$ cat config.mk
export PLATFORM = sky130hd
export DESIGN_NAME = sdram_arbiter
export DESIGN_NICKNAME = d
export VERILOG_FILES = /design/src/rtl/vdp_mem_pkg.sv /design/src/rtl/sdram_arbiter_rr_pick.sv /design/src/rtl/sdram_arbiter.sv
export SDC_FILE = /design/constraint.sdc
export NUM_CORES = 1
export LEC_CHECK = 0
export BUFFER_PORTS_ARGS = -buffer_cell sky130_fd_sc_hd__buf_2
export CORE_ASPECT_RATIO = 1.5
export CORE_MARGIN = 4
export CORE_UTILIZATION = 49
export DETAILED_ROUTE_END_ITERATION = 12
export GPL_TIMING_DRIVEN = 0
export PLACE_DENSITY = 0.93
export SLEW_MARGIN = 20
export SYNTH_ARGS = -nofsm -noshare
export SYNTH_HDL_FRONTEND = slang
export SYNTH_SLANG_ARGS = --single-unit
export TNS_END_PERCENT = 30
$ cat constraint.sdc
create_clock -name clk_draw -period 4.2 [get_ports clk_draw]
set_clock_uncertainty 0.1 [all_clocks]
set_input_delay 0.21 -clock clk_draw [delete_from_list [all_inputs] [get_ports clk_draw]]
set_output_delay 0.21 -clock clk_draw [all_outputs]
set_load 0.1 [all_outputs]
$ cat src/rtl/vdp_mem_pkg.sv
// Shared memory-subsystem types: requester port ids, the SDRAM command slot
// layout and the arbiter lock states.
package vdp_mem_pkg;

    localparam int PORT_DISPLAY = 0;
    localparam int PORT_DRAW    = 1;
    localparam int PORT_CPU     = 2;

    localparam int MEM_NREQ = 3;
    localparam int MEM_AW   = 24;
    localparam int MEM_DW   = 16;
    localparam int MEM_MW   = 2;
    localparam int MEM_TW   = $clog2(MEM_NREQ);

    typedef struct packed {
        logic              we;
        logic [MEM_AW-1:0] addr;
        logic [MEM_DW-1:0] wdata;
        logic [MEM_MW-1:0] wmask;
        logic [MEM_TW-1:0] tag;
    } mem_cmd_t;

    typedef enum logic {
        UNLOCKED = 1'b0,
        LOCKED   = 1'b1
    } arb_state_e;

    // Index of the highest set bit; callers pass a one-hot vector.
    function automatic int onehot_idx(input logic [31:0] v);
        int idx;
        idx = 0;
        for (int i = 0; i < 32; i++) begin
            if (v[i]) idx = i;
        end
        return idx;
    endfunction

endpackage

$ cat src/rtl/sdram_arbiter_rr_pick.sv
// Combinational one-hot round-robin picker: the first requester at or after
// the start index (wrapping) wins.
module rr_pick #(
    parameter  int W  = 2,
    localparam int PW = (W > 1) ? $clog2(W) : 1
) (
    input  logic [W-1:0]  req,
    input  logic [PW-1:0] start,
    output logic [W-1:0]  grant,
    output logic          grant_valid
);

    // Scan offsets from farthest to nearest so the nearest hit is the final write.
    always_comb begin
        grant       = '0;
        grant_valid = 1'b0;
        for (int k = W - 1; k >= 0; k--) begin
            if (req[(int'(start) + k) % W]) begin
                grant                          = '0;
                grant[(int'(start) + k) % W]   = 1'b1;
                grant_valid                    = 1'b1;
            end
        end
    end

endmodule

$ cat src/rtl/sdram_arbiter.sv
// Arbitrates the SDRAM controller command port between display, draw and CPU
// requesters and routes tagged read data back to the issuing port.
module sdram_arbiter
    import vdp_mem_pkg::*;
#(
    parameter int NREQ     = MEM_NREQ,
    parameter int AW       = MEM_AW,
    parameter int DW       = MEM_DW,
    parameter int MW       = MEM_MW,
    parameter int MAX_WAIT = 64,
    parameter int MAX_HOLD = 8,
    parameter int TW       = $clog2(NREQ)
) (
    input  logic             clk_draw,
    input  logic             initial_rst_signal,
    input  logic [NREQ-1:0]  req_valid,
    output logic [NREQ-1:0]  req_ready,
    input  logic [NREQ-1:0]  req_we,
    input  logic [NREQ-1:0]  req_hold,
    input  logic [NREQ*AW-1:0] req_addr,
    input  logic [NREQ*DW-1:0] req_wdata,
    input  logic [NREQ*MW-1:0] req_wmask,
    output logic             cmd_valid,
    input  logic             cmd_ready,
    output logic             cmd_we,
    output logic [AW-1:0]    cmd_addr,
    output logic [DW-1:0]    cmd_wdata,
    output logic [MW-1:0]    cmd_wmask,
    output logic [TW-1:0]    cmd_tag,
    input  logic             ctl_rvalid,
    input  logic [DW-1:0]    ctl_rdata,
    input  logic [TW-1:0]    ctl_rtag,
    output logic [NREQ-1:0]  rsp_valid,
    output logic [DW-1:0]    rsp_data,
    output logic [TW-1:0]    grant_owner
);

    localparam int RW  = NREQ - 1;
    localparam int RPW = (RW > 1) ? $clog2(RW) : 1;
    localparam int WCW = $clog2(MAX_WAIT + 1);
    localparam int HCW = $clog2(MAX_HOLD + 1);

    mem_cmd_t        cmd_reg, cmd_load;
    logic            cmd_valid_reg;
    arb_state_e      state_reg, state_next;
    logic [TW-1:0]   owner_reg, owner_next;
    logic [HCW-1:0]  hold_cnt_reg, hold_cnt_next;
    logic [TW-1:0]   rr_ptr_reg, rr_ptr_next;
    logic [TW-1:0]   grant_owner_reg;
    logic [NREQ-1:0] rsp_valid_reg;
    logic [DW-1:0]   rsp_data_reg;

    logic            acc_ok, owner_active, sel_valid, from_rr;
    logic [TW-1:0]   sel_idx;
    logic [NREQ-1:1] starved;
    logic [RW-1:0]   rr_grant;
    logic            rr_valid;
    logic [RPW-1:0]  rr_start;

    assign acc_ok       = !cmd_valid_reg || cmd_ready;
    assign owner_active = (state_reg == LOCKED) && req_valid[owner_reg];

    // Starvation counters exist only for the round-robin ports.
    genvar gi;
    for (gi = 1; gi < NREQ; gi++) begin : g_wait
        logic [WCW-1:0] wait_cnt_reg;
        always_ff @(posedge clk_draw or posedge initial_rst_signal) begin
            if (initial_rst_signal)
                wait_cnt_reg <= '0;
            else if (!req_valid[gi] || req_ready[gi])
                wait_cnt_reg <= '0;
            else if (wait_cnt_reg != WCW'(MAX_WAIT))
                wait_cnt_reg <= wait_cnt_reg + 1'b1;
        end
        assign starved[gi] = req_valid[gi] && (wait_cnt_reg == WCW'(MAX_WAIT));
    end

    assign rr_start = RPW'(rr_ptr_reg - 1'b1);

    rr_pick #(.W(RW)) u_rr_pick (
        .req         (req_valid[NREQ-1:1]),
        .start       (rr_start),
        .grant       (rr_grant),
        .grant_valid (rr_valid)
    );

    always_comb begin
        sel_valid = 1'b0;
        sel_idx   = '0;
        from_rr   = 1'b0;
        if (acc_ok) begin
            if (owner_active) begin
                sel_valid = 1'b1;
                sel_idx   = owner_reg;
            end else if (|starved) begin
                sel_valid = 1'b1;
                for (int i = NREQ - 1; i >= 1; i--) begin
                    if (starved[i]) sel_idx = TW'(i);
                end
            end else if (req_valid[PORT_DISPLAY]) begin
                sel_valid = 1'b1;
                sel_idx   = TW'(PORT_DISPLAY);
            end else if (rr_valid) begin
                sel_valid = 1'b1;
                from_rr   = 1'b1;
                sel_idx   = TW'(onehot_idx(32'(rr_grant)) + 1);
            end
        end
    end

    always_comb begin
        req_ready = '0;
        if (sel_valid && !initial_rst_signal) req_ready[sel_idx] = 1'b1;
    end

    always_comb begin
        cmd_load.we    = req_we[sel_idx];
        cmd_load.addr  = req_addr[sel_idx*AW +: AW];
        cmd_load.wdata = req_wdata[sel_idx*DW +: DW];
        cmd_load.wmask = req_wmask[sel_idx*MW +: MW];
        cmd_load.tag   = sel_idx;
    end

    // An idle owner releases first, so the same cycle can grant and lock someone else.
    always_comb begin
        state_next    = state_reg;
        owner_next    = owner_reg;
        hold_cnt_next = hold_cnt_reg;
        rr_ptr_next   = rr_ptr_reg;
        if ((state_reg == LOCKED) && acc_ok && !req_valid[owner_reg]) begin
            state_next    = UNLOCKED;
            hold_cnt_next = '0;
        end
        if (sel_valid) begin
            if (owner_active) begin
                hold_cnt_next = hold_cnt_reg + 1'b1;
                if (!req_hold[sel_idx] || (hold_cnt_reg >= HCW'(MAX_HOLD - 1))) begin
                    state_next    = UNLOCKED;
                    hold_cnt_next = '0;
                end
            end else if (req_hold[sel_idx]) begin
                state_next    = LOCKED;
                owner_next    = sel_idx;
                hold_cnt_next = HCW'(1);
            end
            if (from_rr)
                rr_ptr_next = (sel_idx == TW'(NREQ - 1)) ? TW'(1) : sel_idx + 1'b1;
        end
    end

    always_ff @(posedge clk_draw or posedge initial_rst_signal) begin
        if (initial_rst_signal) begin
            state_reg       <= UNLOCKED;
            owner_reg       <= '0;
            hold_cnt_reg    <= '0;
            rr_ptr_reg      <= TW'(1);
            cmd_reg         <= '0;
            cmd_valid_reg   <= 1'b0;
            grant_owner_reg <= '0;
        end else begin
            state_reg    <= state_next;
            owner_reg    <= owner_next;
            hold_cnt_reg <= hold_cnt_next;
            rr_ptr_reg   <= rr_ptr_next;
            if (sel_valid) begin
                cmd_reg         <= cmd_load;
                cmd_valid_reg   <= 1'b1;
                grant_owner_reg <= sel_idx;
            end else if (cmd_ready) begin
                cmd_valid_reg <= 1'b0;
            end
        end
    end

    for (gi = 0; gi < NREQ; gi++) begin : g_rsp
        always_ff @(posedge clk_draw or posedge initial_rst_signal) begin
            if (initial_rst_signal)
                rsp_valid_reg[gi] <= 1'b0;
            else
                rsp_valid_reg[gi] <= ctl_rvalid && (ctl_rtag == TW'(gi));
        end
    end

    always_ff @(posedge clk_draw or posedge initial_rst_signal) begin
        if (initial_rst_signal)
            rsp_data_reg <= '0;
        else if (ctl_rvalid)
            rsp_data_reg <= ctl_rdata;
    end

    assign cmd_valid   = cmd_valid_reg;
    assign cmd_we      = cmd_reg.we;
    assign cmd_addr    = cmd_reg.addr;
    assign cmd_wdata   = cmd_reg.wdata;
    assign cmd_wmask   = cmd_reg.wmask;
    assign cmd_tag     = cmd_reg.tag;
    assign rsp_valid   = rsp_valid_reg;
    assign rsp_data    = rsp_data_reg;
    assign grant_owner = grant_owner_reg;

endmodule

; ---- After elaboration in Yosys (flattened, before gate mapping)
; Index checks and enable logic that the tools add are counted.
[classes]
div = 0
order_cmp = 8
n_bitwise = 2
add_sub_neg = 7
n_reduce_logical = 29
multipliers = 1
eq_ne = 7
shift = 3
n_mux = 61
[ops]
columns = op, count
row1 = $shiftx 72x8->24, 1
row2 = $shiftx 48x7->16, 1
row3 = $mux 1, 31
row4 = $mux 2, 14
row5 = $mux 7, 4
row6 = $mux 4, 5
row7 = $add 7x1->7 const B, 2
row8 = $eq 7x7->1 const B, 2
row9 = $ne 7x7->1 const B, 2
row10 = $logic_and 1x1->1, 12
row11 = $lt 2x3->1 const B, 3
row12 = $bmux 1 s2, 3
row13 = $logic_not 1->1, 6
row14 = $reduce_bool 2->1, 3
row15 = $shiftx 6x4->2, 1
row16 = $add 4x1->4 const B, 1
row17 = $eq 2x2->1 const B, 2
row18 = $ge 2x1->1 const B, 2
row19 = $ge 4x3->1 const B, 1
row20 = $logic_or 1x1->1, 4
row21 = $mul 2x2->4 const B, 1
row22 = $mux 3, 1
row23 = $reduce_and 3->1, 1
row24 = $add 1x1->1 const B, 2
row25 = 12 further kinds, 13
[word_totals]
word_cells = 134
inputBits = 157
mem_bits_ro = 0
regBits = 87
ramBits = 0
output_inout_bits = 70
latch_bits = 0
memories = 0

; ---- Logic depth before layout (Yosys ltp)
[logic_depth]
ltp_word = 28
ltp_mapped = 12
ltp_nobuf = 10

; ---- Cells and area by module
; From an unflattened synthesis, not the netlist that was laid out.
[hier_totals]
cells_unflattened = 442
hier_area_um2 = 4359.2
[by_module_without_submodules]
columns = mod, seq_area_each_um2, cells_each, n_inst, area_each_um2
row1 = sdram_arbiter, 2178.3, 438, 1, 4334.2
row2 = rr_pick, 0.0, 4, 1, 25.0

; ---- Worst setup path before layout
; No wires, ideal clock.
[synth_path]
kind = reg2reg
start = register g_wait[2].wait_cnt_reg[2]
end = register g_wait[2].wait_cnt_reg[2]
slack_ns = -0.961
path_buffers = 0
path_stages_with_launch = 8
arrival_ns = 4.925
setup_time_ns = 0.136
path_cell_list = dfrtp_1 -> or4b_4 -> nor3b_4 -> a21oi_2 -> o2bb2a_4 -> nor4_1 -> nand2b_1 -> nor3_1
[synth_between]
elab_chain_len = 14
[synth_rtl]
columns = element, line_no
row1 = start: declaration, sdram_arbiter.sv:66  ; logic [WCW-1:0] wait_cnt_reg;
row2 = start signal: assignment, sdram_arbiter.sv:73  ; wait_cnt_reg <= wait_cnt_reg + 1'b1;
row3 = $eq 7x7->1 (*), sdram_arbiter.sv:75  ; assign starved[gi] = req_valid[gi] && (wait_cnt_reg == WCW'(MAX_WAIT));
row4 = $logic_and 1x1->1 (*), sdram_arbiter.sv:75
row5 = $mux 2 (2 in a row), sdram_arbiter.sv:98  ; if (starved[i]) sel_idx = TW'(i);
row6 = $mux 2, sdram_arbiter.sv:95  ; end else if (|starved) begin
row7 = $mux 2, sdram_arbiter.sv:92  ; if (owner_active) begin
row8 = $mux 2, sdram_arbiter.sv:91  ; if (acc_ok) begin
row9 = $lt 2x3->1 (implied by the code) or $ge 2x1->1 (tied branches), sdram_arbiter.sv:113  ; if (sel_valid && !initial_rst_signal) req_ready[sel_idx] = 1'b1;
row10 = $logic_and 1x1->1 (implied by the code), sdram_arbiter.sv:113
row11 = $mux 1 (implied by the code), sdram_arbiter.sv:113
row12 = $demux 1 s2, sdram_arbiter.sv:113
row13 = $mux 3 (*), sdram_arbiter.sv:113
row14 = named net req_ready[2], sdram_arbiter.sv:17  ; output logic [NREQ-1:0] req_ready,
row15 = $logic_or 1x1->1 (*), sdram_arbiter.sv:70  ; else if (!req_valid[gi] || req_ready[gi])
row16 = $mux 7 or $reduce_bool 2->1 (tied branches), --
; Mark *: on every way through the listed nets, which the timed path passes. The rest lies on a longest branch. The select of a mux whose other input is x is not followed.
; A chain may end at the register's enable or synchronous reset.

; ---- Final worst setup path
[layout_path]
start = register g_wait[1].wait_cnt_reg[0]
end = output req_ready[0]
[layout_between]
elab_chain_len = 11
[layout_rtl]
columns = element, line_no
row1 = start: declaration, sdram_arbiter.sv:66
row2 = start signal: assignment, sdram_arbiter.sv:73
row3 = $eq 7x7->1 (*), sdram_arbiter.sv:75
row4 = $logic_and 1x1->1 (*), sdram_arbiter.sv:75
row5 = $mux 2 or $reduce_or 2->1 (tied branches), "sdram_arbiter.sv:98, sdram_arbiter.sv:95"
row6 = $mux 2, sdram_arbiter.sv:95
row7 = $mux 2, sdram_arbiter.sv:92
row8 = $mux 2, sdram_arbiter.sv:91
row9 = $lt 2x3->1 (implied by the code) or $ge 2x1->1 (tied branches), sdram_arbiter.sv:113
row10 = $logic_and 1x1->1 (implied by the code), sdram_arbiter.sv:113
row11 = $mux 1 (implied by the code), sdram_arbiter.sv:113
row12 = $demux 1 s2, sdram_arbiter.sv:113
row13 = $mux 3 (*), sdram_arbiter.sv:113
row14 = end: declaration, sdram_arbiter.sv:17
; Every way passes the cells marked *; elsewhere a longest branch is shown, timed or not.

==> metrics.md <==
| Metric | Value |
|---|---|
| Pleak | 0.00306 uW |
| Setup crit end kind | output pin |
| Antenna Nets Post-Route | 0 |
| EDFF count, synth | 0 |
| Endpoints failing setup | 0 |
| Global route overflow | 0 |
| Syn Nets | 587 |
| Setup crit start kind | flip-flop |
| Clk Latency, worst-skew pair | 0.33 ns |
| CP required | 3.89 ns |
| Sequential share of power | 28.7% |
| Hold Crit Start | ctl_rdata[10] |
| Post-Place Cells | 760 |
| CP max stage delay | 0.49 ns |
| Antenna diodes | 0 |
| DIE WIDTH | 85.3 um |
| Die Ht | 124 um |
| Clock root buffer | clkbuf_16 |
| Pint | 1940 uW |
| Post-Syn Area | about 0.0044 sq mm |
| Switching Share | between 40% and 50% |
| Most common cell after layout, fill and taps aside | buf_2 |
| Achievable frequency | 279 MHz |
| Via count | approximately 4400 |
| CTS Buffer Depth | 2 |
| Slew Limit Fails | 0 |
| Die footprint | 0.0106 sq mm |
| Final hold vios | 0 |
| Synth cell types | 48 |
| Crit-path cells | inv_1, ha_1, nor4b_1, and3b_1, a22o_1, o2bb2a_4, nor2_4, buf_6, buf_4, nor4_1, buf_2 |
| Unrepaired setup endpoints after global routing | false |
| CP startpoint | g_wait[1].wait_cnt_reg[0] |
| Core area | 0.00878 sq mm |
| Slew headroom | 53.6% |
| Total GRT Usage | roughly a quarter |
| VDD IR max | roughly 0.0004 V |
| Initial antenna violation count | 0 |
| Total CTS buffers | 9 |
| Clock transition at the registers of the reported paths | 0.06 ns |
| Switching power | 1900 uW |
| Crit-path max FO | 10 |
| Postcts setup bufs | 0 |
| Layout cells sized above 1 | 43.4% |
| Commonest cells after routing, fill and taps aside | 224 x buf_2, 86 x dfrtp_1, 55 x nand2_1 |
| Initial core utilization | approximately half |
| Most used DFF post-synth | dfrtp_1 |
| CTS tree | built |
| Post-Route WL | around 14 mm |
| Outcome | finished, final reports clean |
| Async SR Flop Fraction | 100% |
| Post-CTS sizing | 0 |
| Per-cell routed wire length | 18.0 um |
| Mean Syn Cell Area | 10.3 sq um |
| Iter 0 DRT Violations | between 150 and 200 |
| CP max-delay cell | buf_2 |
| Dpl hpwl | 11.0 mm |
| Num Clock Sinks | 87 |
| Crit share post-route | 85.4% |
| Gpl congestion | slightly above 0.8 |
| Worst setup margin | 0.614 ns |
| FF+latch count, synth | 87 |
| Arrival time worst endpoint | 3.28 ns |
| FF-to-FF Start | g_wait[1].wait_cnt_reg[0] |
| Post-synthesis sequential area ratio | 49.6% |
| Worst hold path class | primary input to flip-flop |
| Clock share of power | 22.0% |
| P&R area growth vs syn | 38.2% |
| # DRC | 0 |
| Max reg flops | 24 |
| Hold depth | 2 |
| Final layout net count | slightly above 800 |
| Max Cap Violations | 0 |
| Layout Cells excl Fill | 783 |
| Drt pass-1 iters | 4 |
| Tot Pwr | 3830 uW |
| Final min period | between 3 and 4 ns |
| Measured slew at the worst slew-check pin | 0.695 ns |
| Final core occ | 69.2% |
| Cts hold-fix bufs | 8 |
| Cells after synthesis | 425 |
| Combinational power share | 49.3% |
| Kind of critical path | flip-flop to output pin |
| Largest net degree at the start of global routing | 52 |
| Pwr/cell area | roughly 630 mW/mm^2 |
| IO Port Bufs | 224 |
| Vias in the first global route | around 4700 |
| Worst hold-check slack | about 0.012 ns |
| Via-per-instance ratio | 5.62 |
| Yosys warns | 0 |
| Worst reg2reg path depth | 12 |
| H-tree Lvls | 3 |
| # IOs | 227 |
| Placement Setup Slack | 1.03 ns |
| First-pass GRT wire length | 21.5 mm |
| Row count | 42 |
## final cells by class
type,count,area [sq um]
Fill cell,680,2710
Tap cell,110,138
Buffer,30,188
Clock inverter,5,82.6
Timing Repair Buffer,233,1220
Clock buffer,10,229
Sequential cell,87,2180
Multi-Input combinational cell,299,2000
Inverter,9,36.3
## per-stage QoR
step	area [sq um]	setup TNS, ns
floorplan	4400	-1.70
finish	6070	0
CTS	6070	0
detailed placement	5680	0
global placement	5660	0
global route	6070	0
## kinds of logic after synthesis
logic type	synth area share, %
AO/OA/AOI/OAI	24.9
XOR/XNOR	2.19
adder cells (fa/ha/maj)	1.42
buffers and inverters	5.04
flip-flops	49.6
multiplexers	5.53
AND/OR/NAND/NOR	11.3
## power by group through the flow
| stage | registers, uW | clock network [uW] | logic, uW |
|---|---|---|---|
| 2_1_floorplan | 2040 | 0 | 560 |
| 3_3_place_gp | 1100 | 0 | 1840 |
| 3_5_place_dp | 1110 | 0 | 1880 |
| 4_1_cts | 1100 | 855 | 1890 |
| 5_1_grt | 1120 | 890 | 1970 |
| 6_report | 1100 | 843 | 1890 |
## synth_stat cells, types with 5 or more instances
cell type	number	area [sq um]
dfrtp_1	86	2150
nand2_1	55	206
a21oi_1	48	240
a22o_1	44	385
o21ai_1	41	205
mux2_2	18	203
nor2_1	18	67.6
clkbuf_1	15	56.3
buf_4	10	75.1
inv_1	9	33.8
nand3_1	8	40.0
o21ai_0	6	30.0
xor2_1	6	52.6
buf_6	5	56.3
ha_1	5	62.6
xnor2_1	5	43.8
## layer usage
layer  track usage, %  vias up  routed length [um]
met3             5.49       59                 786
met4             15.2        0                 663
li1                 -     2012                   -
met2             47.1      219                7730
met5                0        -                   0
met1             27.5     2114                4930
## worst paths after layout
kind | endpoint | slack, ns
setup / recovery | req_ready[0] | 0.61
hold / removal | rsp_data[10] | 0.01
setup reg to reg | cmd_addr[6] | 1.25
hold reg to reg | cmd_addr[5] | 0.38
max in group asynchronous | cmd_addr[12] | 2.94
min in group asynchronous | owner_reg[0] | 0.45
## worst max-delay path: cells and delay by family, from the launching register on
| family | cells | cell delay [ns] |
|---|---|---|
| flops | 1 | 0.41 |
| fa+ha+maj | 1 | 0.15 |
| simple gates | 4 | 0.93 |
| buf+inv | 4 | 0.93 |
| compound gates | 2 | 0.50 |
Power figures use the tool's default switching activity.
